<file path="src/rtl/sram_arbiter.sv">
// sram_arbiter: shares one SRAM_Controller between the fetch path (port 0)
// and the data cache (port 1), one whole transaction per grant.
module sram_arbiter #(
  parameter bit RR_EN   = 1'b1,
  parameter int ADDR_W  = 32,
  parameter int DATA_W  = 32,
  parameter int RDATA_W = 64
) (
  input  logic               clk,
  input  logic               rst,
  input  logic               p0_rd_en,
  input  logic               p0_wr_en,
  input  logic [ADDR_W-1:0]  p0_address,
  input  logic [DATA_W-1:0]  p0_wdata,
  output logic [RDATA_W-1:0] p0_rdata,
  output logic               p0_ready,
  input  logic               p1_rd_en,
  input  logic               p1_wr_en,
  input  logic [ADDR_W-1:0]  p1_address,
  input  logic [DATA_W-1:0]  p1_wdata,
  output logic [RDATA_W-1:0] p1_rdata,
  output logic               p1_ready,
  output logic               sram_rd_en,
  output logic               sram_wr_en,
  output logic [ADDR_W-1:0]  sram_address,
  output logic [DATA_W-1:0]  sram_wdata,
  input  logic [RDATA_W-1:0] sram_rdata,
  input  logic               sram_ready,
  output logic               busy,
  output logic               owner
);

  localparam logic [1:0] IDLE    = 2'd0;
  localparam logic [1:0] BUSY    = 2'd1;
  localparam logic [1:0] RELEASE = 2'd2;

  logic [1:0]        state;
  logic              last;
  logic              req0;
  logic              req1;
  logic              gnt;
  logic              gnt_wr;
  logic              gnt_rd;
  logic [ADDR_W-1:0] gnt_addr;
  logic [DATA_W-1:0] gnt_wdata;

  assign req0 = p0_rd_en | p0_wr_en;
  assign req1 = p1_rd_en | p1_wr_en;

  always_comb begin
    gnt = 1'b0;
    unique case (1'b1)
      req0 & req1:  gnt = RR_EN ? ~last : 1'b1;
      req1 & ~req0: gnt = 1'b1;
      default:      gnt = 1'b0;
    endcase
  end

  // write beats read when a port raises both enables
  assign gnt_wr    = gnt ? p1_wr_en : p0_wr_en;
  assign gnt_rd    = ~gnt_wr & (gnt ? p1_rd_en : p0_rd_en);
  assign gnt_addr  = gnt ? p1_address : p0_address;
  assign gnt_wdata = gnt ? p1_wdata : p0_wdata;

  always_ff @(posedge clk) begin
    if (!rst) begin
      state        <= IDLE;
      sram_rd_en   <= 1'b0;
      sram_wr_en   <= 1'b0;
      sram_address <= '0;
      sram_wdata   <= '0;
      owner        <= 1'b0;
      last         <= 1'b0;
    end else begin
      unique case (state)
        IDLE: begin
          if (req0 | req1) begin
            state        <= BUSY;
            owner        <= gnt;
            last         <= gnt;
            sram_address <= gnt_addr;
            sram_wdata   <= gnt_wdata;
            sram_wr_en   <= gnt_wr;
            sram_rd_en   <= gnt_rd;
          end
        end
        BUSY: begin
          if (sram_ready) begin
            state      <= RELEASE;
            sram_rd_en <= 1'b0;
            sram_wr_en <= 1'b0;
          end
        end
        RELEASE: state <= IDLE;
        default: state <= IDLE;
      endcase
    end
  end

  assign busy     = (state == BUSY);
  assign p0_ready = busy & ~owner & sram_ready;
  assign p1_ready = busy & owner & sram_ready;
  assign p0_rdata = owner ? '0 : sram_rdata;
  assign p1_rdata = owner ? sram_rdata : '0;

endmodule
</file>
<file path="config.mk">
export PLATFORM = sky130hd
export DESIGN_NAME = sram_arbiter
export DESIGN_NICKNAME = d
export VERILOG_FILES = /design/src/rtl/sram_arbiter.sv
export SDC_FILE = /design/constraint.sdc
export NUM_CORES = 1
export LEC_CHECK = 0
export CAP_MARGIN = 20
export CORE_AREA = 4 4 154 156
export DETAILED_ROUTE_END_ITERATION = 6
export DIE_AREA = 0 0 158 160
export PLACE_DENSITY = 0.58
export SKIP_CTS_REPAIR_TIMING = 1
export SYNTH_ARGS = -nofsm -noshare
export SYNTH_HDL_FRONTEND = slang
export SYNTH_SLANG_ARGS = --single-unit
</file>
<file path="constraint.sdc">
create_clock -name clk -period 2.45 [get_ports clk]
set_input_delay 0.49 -clock clk [delete_from_list [all_inputs] [get_ports clk]]
set_output_delay 0.49 -clock clk [all_outputs]
set_load 0.01 [all_outputs]
</file>
After elaboration in Yosys (flattened, before gate mapping)
Index checks and enable logic that the tools add are counted.
{"block": "totals", "rom_bits": 0, "latch_bits": 0, "inputBits": 199, "memories": 0, "mem_bits_rw": 0, "output_inout_bits": 198, "word_cells": 42, "regBits": 69}
{"block": "classes", "shift": 0, "add_sub_neg": 0, "div_mod_pow": 0, "mux": 15, "mul": 0, "eq_ne": 3, "bitwise": 13, "reduce_logical": 5, "magnitude_cmp": 0}
{"op": "$mux 64", "n": 2}
{"op": "$mux 32", "n": 2}
{"op": "$and 1x1->1", "n": 7}
{"op": "$pmux 1 s2", "n": 3}
{"op": "$mux 1", "n": 5}
{"op": "$mux 2", "n": 2}
{"op": "$ne 2x2->1 const B", "n": 2}
{"op": "$pmux 2 s2", "n": 1}
{"op": "$reduce_and 2->1", "n": 2}
{"op": "$not 1->1", "n": 3}
{"op": "$or 1x1->1", "n": 3}
{"op": "$reduce_and 3->1", "n": 1}
{"op": "$eq 2x1->1 const B", "n": 1}
{"op": "$logic_not 2->1", "n": 1}
{"op": "$reduce_bool 2->1", "n": 1}

Depth between registers and ports, before layout
Gate-level depths: netlist of the first run.
{"block": "depth", "ltp_word": 9, "depth_mapped": 6, "depth_no_buf": 4}

Worst setup path before layout of the first run
No wires, ideal clock.
{"block": "synth_timing", "kind": "reg2out", "from": "reg last (netlist name)", "to": "out p1_rdata[58]", "path_buffers": 2, "path_stages_with_launch": 4, "t_required_ns": 1.960, "t_arrival_ns": 1.165, "slack_ns": 0.795, "cell_sequence": "dfxtp_1 clkbuf_1 clkbuf_1 and2_1"}
{"item": "to (decl)", "line_no": "21", "rtl": "output logic [RDATA_W-1:0] p1_rdata,"}

==> out/qor.yml, run 1 <==
drive_gt1_share_pct: 3.98
power.internal_w: 0.00334
status: "complete, no violations"
ys_seq_area_share_pct: 36.7
r2r_slack_ns: 0.76
endpoint_kind: "output pin"
min_from: "sram_wr_en"
rsz0062_at_grt: "no"
cts_tree: "done"
core_mm2: 0.0224
syn_inst: 527
gr-total-overflow: 0
grt.total_usage_pct: 14.9
fin_util_pct: 37.8
r2r_end: "sram_address[20]"
critPathTopFamily: "buffers and inverters"
min_period_over_period_pct: 94.2
path_class: "reg2out"
die-width_um: 158
cap_viol_max_count: 0
slowest_stage: "dfxtp_4"
p_seq_share_pct: 28.8
avgViaCountPerCell: 4.17
drt_wl_total_um: 20400
drt_iter0_drc: 195
finalSetupViolCount: 0
drt-pass1-iter-count: 4
areaGrowthSynthToFinish_pct: 125
drc_errors: 0
grt_pass1_wl_um: 28800
power_w: 0.00470
slowest_delay_ns: 0.55
clock-sinks: 69
io_buffers: 396
place_congestion: 0.833
hold_ws_ns: 0.499
ys_seq_elements: 69
final_antenna_net_count: 0
clock.fmax_mhz: 433
clockBufferDepth: 2
num_rows: 55
setup-tns-final_ns: 0
nNetsFinal: 1098
vias: 4985
cp.required_ns: 1.96
skew_ns: 0.00526
grt_pass1_vias: 4713
powerDensity_mw_per_mm2: 556
peakVddDrop_uv: 299
place_hpwl_um: 16600
cts_buffers: 9
syn_nets: 726
multiInputGateArea_mm2: 0.00216
slew_viol_final: 0
clkPwrFrac_pct: 32.5
cp-start-kind: "register"
tightest_slew_ns: 0.760
clk_pin_slew_ns: 0.06
ff2ff_path_depth: 5
avgSynthCellArea_um2: 7.14
antenna_found_initial: 7
ys_warn_count: 0
wire_per_inst_um: 17.1
fill_cells: 2332
start_util_pct: 16.8
whs_endpoint: "sram_wr_en"
maxSlewHeadroom_pct: 49.1
path_buf_inv: 2
synth.distinct_cells: 22
min_path_type: "reg2reg"
power_frac_comb_pct: 38.6
area.sequential_mm2: 0.00139
clkLatencyLatePin_ns: 0.33
grt_max_degree: 59
hold_violations: 0
path_cells: "buf_12 -> and2_1 -> clkdlybuf4s50_1"
cp_max_fo: 44
num_io_pins: 397
die_h_um: 160
crit_arrival_ns: 1.82
r2r_start: "last"
root_buffer: "clkbuf_16"
syn_area_mm2: 0.00376
die_area_mm2: 0.0253
leakagePower_nw: 3.18
min_period_ns: 2.31
swShare_pct: 28.9
h-tree-depth: 3
power_switching_w: 0.00136
hold_path_depth: 2
-- per-stage QoR --
step / setup WS [ns] / instance area [um^2] / std cells
after floorplan: 0.795 / 3760 / 527
after global placement: 0.148 / 8090 / 1173
after detailed placement: 0.132 / 8090 / 1173
after CTS: 0.0983 / 8440 / 1189
after global routing: 0.0115 / 8450 / 1195
final: 0.142 / 8450 / 1195
-- sequential cells by signal (all words and copies together), names as in the netlist --
register and count:
last 1, sram_address 32, sram_rd_en 1, sram_wdata 32
sram_wr_en 1, state 2
-- cell usage in the layout, fill, tap and decap left out, types with 3 or more instances in the layout --
cell             count
clkbuf_16            9
bufinv_16            3
diode_2              6
a31oi_1             64
and2_1              65
clkdlybuf4s50_1    395
nor2b_1             66
dfxtp_1             68
nand2_1            131
o21ai_0             63
nor2_1               4
buf_4                5
buf_12               9
-- how the worst max path moves through the flow --
| stage | startpoint | endpoint | cells after the start |
|---|---|---|---|
| after global placement | p1_rd_en | sram_wdata[22] | 5 |
| after floorplan | last | p1_rdata[58] | 3 |
| final | last | p1_rdata[7] | 3 |
| after CTS | last | p1_rdata[27] | 3 |
| after global routing | last | p1_rdata[16] | 3 |
| after detailed placement | p1_rd_en | sram_wdata[3] | 5 |
-- routing by layer --
metal | vias up | track usage, % | part of all wire (%)
li1 | 2510 | - | -
met5 | - | 0 | 0
met2 | 246 | 27.5 | 52
met4 | 0 | 5.74 | 2.6
met3 | 20 | 4.99 | 9.6
met1 | 2209 | 15.3 | 36
-- worst register-to-register path, stage by stage, from the launching register on --
cell,delay (ns)
dfxtp_4,0.55
o21ai_1,0.19
o21ai_4,0.31
buf_12,0.30
nand2_1,0.09
a31oi_1,0.17
-- cell families (layout without fill, tap and decap cells) --
| kind of cell | count (synthesis) | count (layout) | synth area share, % |
|---|---|---|---|
| buf+inv | 50 | 427 | 6.09 |
| simple gates | 272 | 272 | 36.6 |
| flops | 69 | 69 | 36.7 |
| compound gates | 136 | 136 | 20.6 |
| other cells | 0 | 6 | 0 |
-- Yosys cell counts (all sizes together) --
master	instances	area, um^2
a21oi	1	5.00
a31oi	64	400
and2	65	407
and3	1	6.26
buf	21	120
clkbuf	28	105
dfxtp	69	1380
inv	1	3.75
nand2	131	492
nand2b	1	6.26
nand3	2	10.0
nor2	4	15.0
nor2b	66	413
nor3	1	16.3
nor4	1	12.5
o21a	2	15.0
o21ai	66	330
o22ai	1	6.26
o32ai	2	17.5
-- cell type report --
cell class	count	share of cell area (%)
inverter	1	0.0444
clock buffer	10	2.83
multi-input combinational	408	25.6
clock inverter	6	1.30
tap	285	4.22
sequential	69	16.4
timing repair buffer	410	49.4
antenna	6	0.178
-- power by group through the flow --
stage | sequential [W] | clock (W) | combinational [W]
floorplan | 0.00142 | 0 | 0.000623
global placement | 0.00137 | 0 | 0.00184
detailed placement | 0.00138 | 0 | 0.00184
CTS | 0.00136 | 0.00158 | 0.00184
global route | 0.00138 | 0.00163 | 0.00196
finish | 0.00136 | 0.00153 | 0.00182
(Power assumes the default switching activity.)
==> inputs of run 2 (changes only) <==
- CAP_MARGIN: 20 -> default
- CORE_AREA: 4 4 154 156 -> 2 2 156 158
- CTS_CLUSTER_DIAMETER: default -> 120
- PLACE_DENSITY: 0.58 -> 0.56
==> run 2 against run 1 <==
Effect of this change:
- maximum frequency down 1.3%
- setup slack worse by 0.030 ns
- hold slack worse by 0.013 ns
- first-iteration DRC count down 12%
==> out/qor.yml, run 2 (synthesis results as in run 1) <==
whs_endpoint: "sram_rd_en"
final_antenna_net_count: 0
clock-sinks: 69
grt_max_degree: 71
fill_cells: 2536
clk_pin_slew_ns: 0.06
drc_errors: 0
h-tree-depth: 3
endpoint_kind: "output pin"
place_congestion: 0.785
dp_slack_ns: -0.00218
r2r_end: "sram_address[11]"
leakagePower_nw: 3.20
num_rows: 57
die_h_um: 160
maxSlewHeadroom_pct: 61.7
nNetsFinal: 1097
cts_tree: "done"
finalSetupViolCount: 0
grt_pass1_wl_um: 27700
placed_cells: 1210
drive_gt1_share_pct: 4.32
finalNonFillerCells: 1233
drt-pass1-iter-count: 5
vias: 4940
start_util_pct: 15.8
reg_top3: "sram_address (32), sram_wdata (32), state (2)"
cap_viol_max_count: 0
die_area_mm2: 0.0253
setup_ws_ns: 0.112
num_io_pins: 397
powerDensity_mw_per_mm2: 558
cts_buffers: 9
io_buffers: 396
hold_violations: 0
tightest_slew_ns: 0.572
clockBufferDepth: 2
grt.total_usage_pct: 14.8
r2r_slack_ns: 0.73
clock.fmax_mhz: 428
root_buffer: "clkbuf_16"
gr-total-overflow: 0
wire_per_inst_um: 16.2
hold_path_depth: 2
final_cell_mix: "clkdlybuf4s50_1 (394), nand2_1 (131), dfxtp_1 (67)"
crit_arrival_ns: 1.85
min_from: "sram_rd_en"
cp.required_ns: 1.96
path_class: "in2out"
min_period_over_period_pct: 95.4
drt_iter0_drc: 171
areaGrowthSynthToFinish_pct: 126
cp-start-kind: "input port"
die-width_um: 158
min_path_type: "reg2reg"
final_common_cell: "clkdlybuf4s50_1"
slew_viol_final: 0
drt_wl_total_um: 20000
antenna_found_initial: 6
peakVddDrop_uv: 309
fin_util_pct: 35.7
status: "complete, no violations"
core_mm2: 0.0238
place_hpwl_um: 15800
min_period_ns: 2.34
grt_pass1_vias: 4644
cp_max_fo: 4
avgViaCountPerCell: 4.01
r2r_start: "last"
clkLatencyLatePin_ns: 0.34
rsz0062_at_grt: "no"
skew_ns: 0.00905
ff2ff_path_depth: 6
[run 2: worst max-delay path by stage]
stage	depth (start not counted)	start	end
floorplan	3	last	p1_rdata[58]
global placement	4	sram_ready	p1_ready
detailed placement	4	sram_ready	p1_ready
CTS	4	state[0]	p1_ready
global route	3	last	p1_rdata[4]
finish	4	sram_ready	p0_ready
[run 2: critical path: stages]
cell and delay (ns):
clkdlybuf4s50_1 0.49, nand2_1 0.16, nor2_2 0.14, clkdlybuf4s50_1 0.56
[run 2: stage by stage]
step | hold WS, ns | power [W] | setup TNS [ns] | cell area (um^2)
2_1_floorplan | 0.503 | 0.00205 | 0 | 3760
4_1_cts | 0.491 | 0.00482 | -0.159 | 8470
3_3_place_gp | 0.481 | 0.00320 | -0.0136 | 8110
3_5_place_dp | 0.485 | 0.00320 | -0.00218 | 8110
5_1_grt | 0.519 | 0.00502 | 0 | 8500
6_report | 0.487 | 0.00475 | 0 | 8510
[run 2: layout make-up]
| type | count | area, um^2 | share of cell area, % |
|---|---|---|---|
| clock inverter | 5 | 105 | 1.24 |
| multi-input combinational | 408 | 2180 | 25.6 |
| antenna | 6 | 15.0 | 0.176 |
| timing repair buffer | 409 | 4160 | 48.9 |
| inverter | 1 | 3.75 | 0.0441 |
| clock buffer | 11 | 253 | 2.97 |
| tap | 324 | 405 | 4.76 |
| sequential | 69 | 1390 | 16.3 |
[run 2: report_power, final]
| part | switching (W) | internal [W] | total [W] |
|---|---|---|---|
| clock | 0.000529 | 0.00105 | 0.00158 |
| sequential | 0.0000818 | 0.00127 | 0.00135 |
| combinational | 0.000763 | 0.00105 | 0.00181 |
| total | 0.00137 | 0.00337 | 0.00475 |
[run 2: per-layer routing]
| layer | GRT usage (%) | vias to the layer above | part of all wire, % |
|---|---|---|---|
| met2 | 27.2 | 229 | 51 |
| met1 | 15.5 | 2178 | 38 |
| met3 | 4.75 | 22 | 8.6 |
| met4 | 5.94 | 0 | 2.2 |
| met5 | 0 | - | 0 |
| li1 | - | 2511 | - |
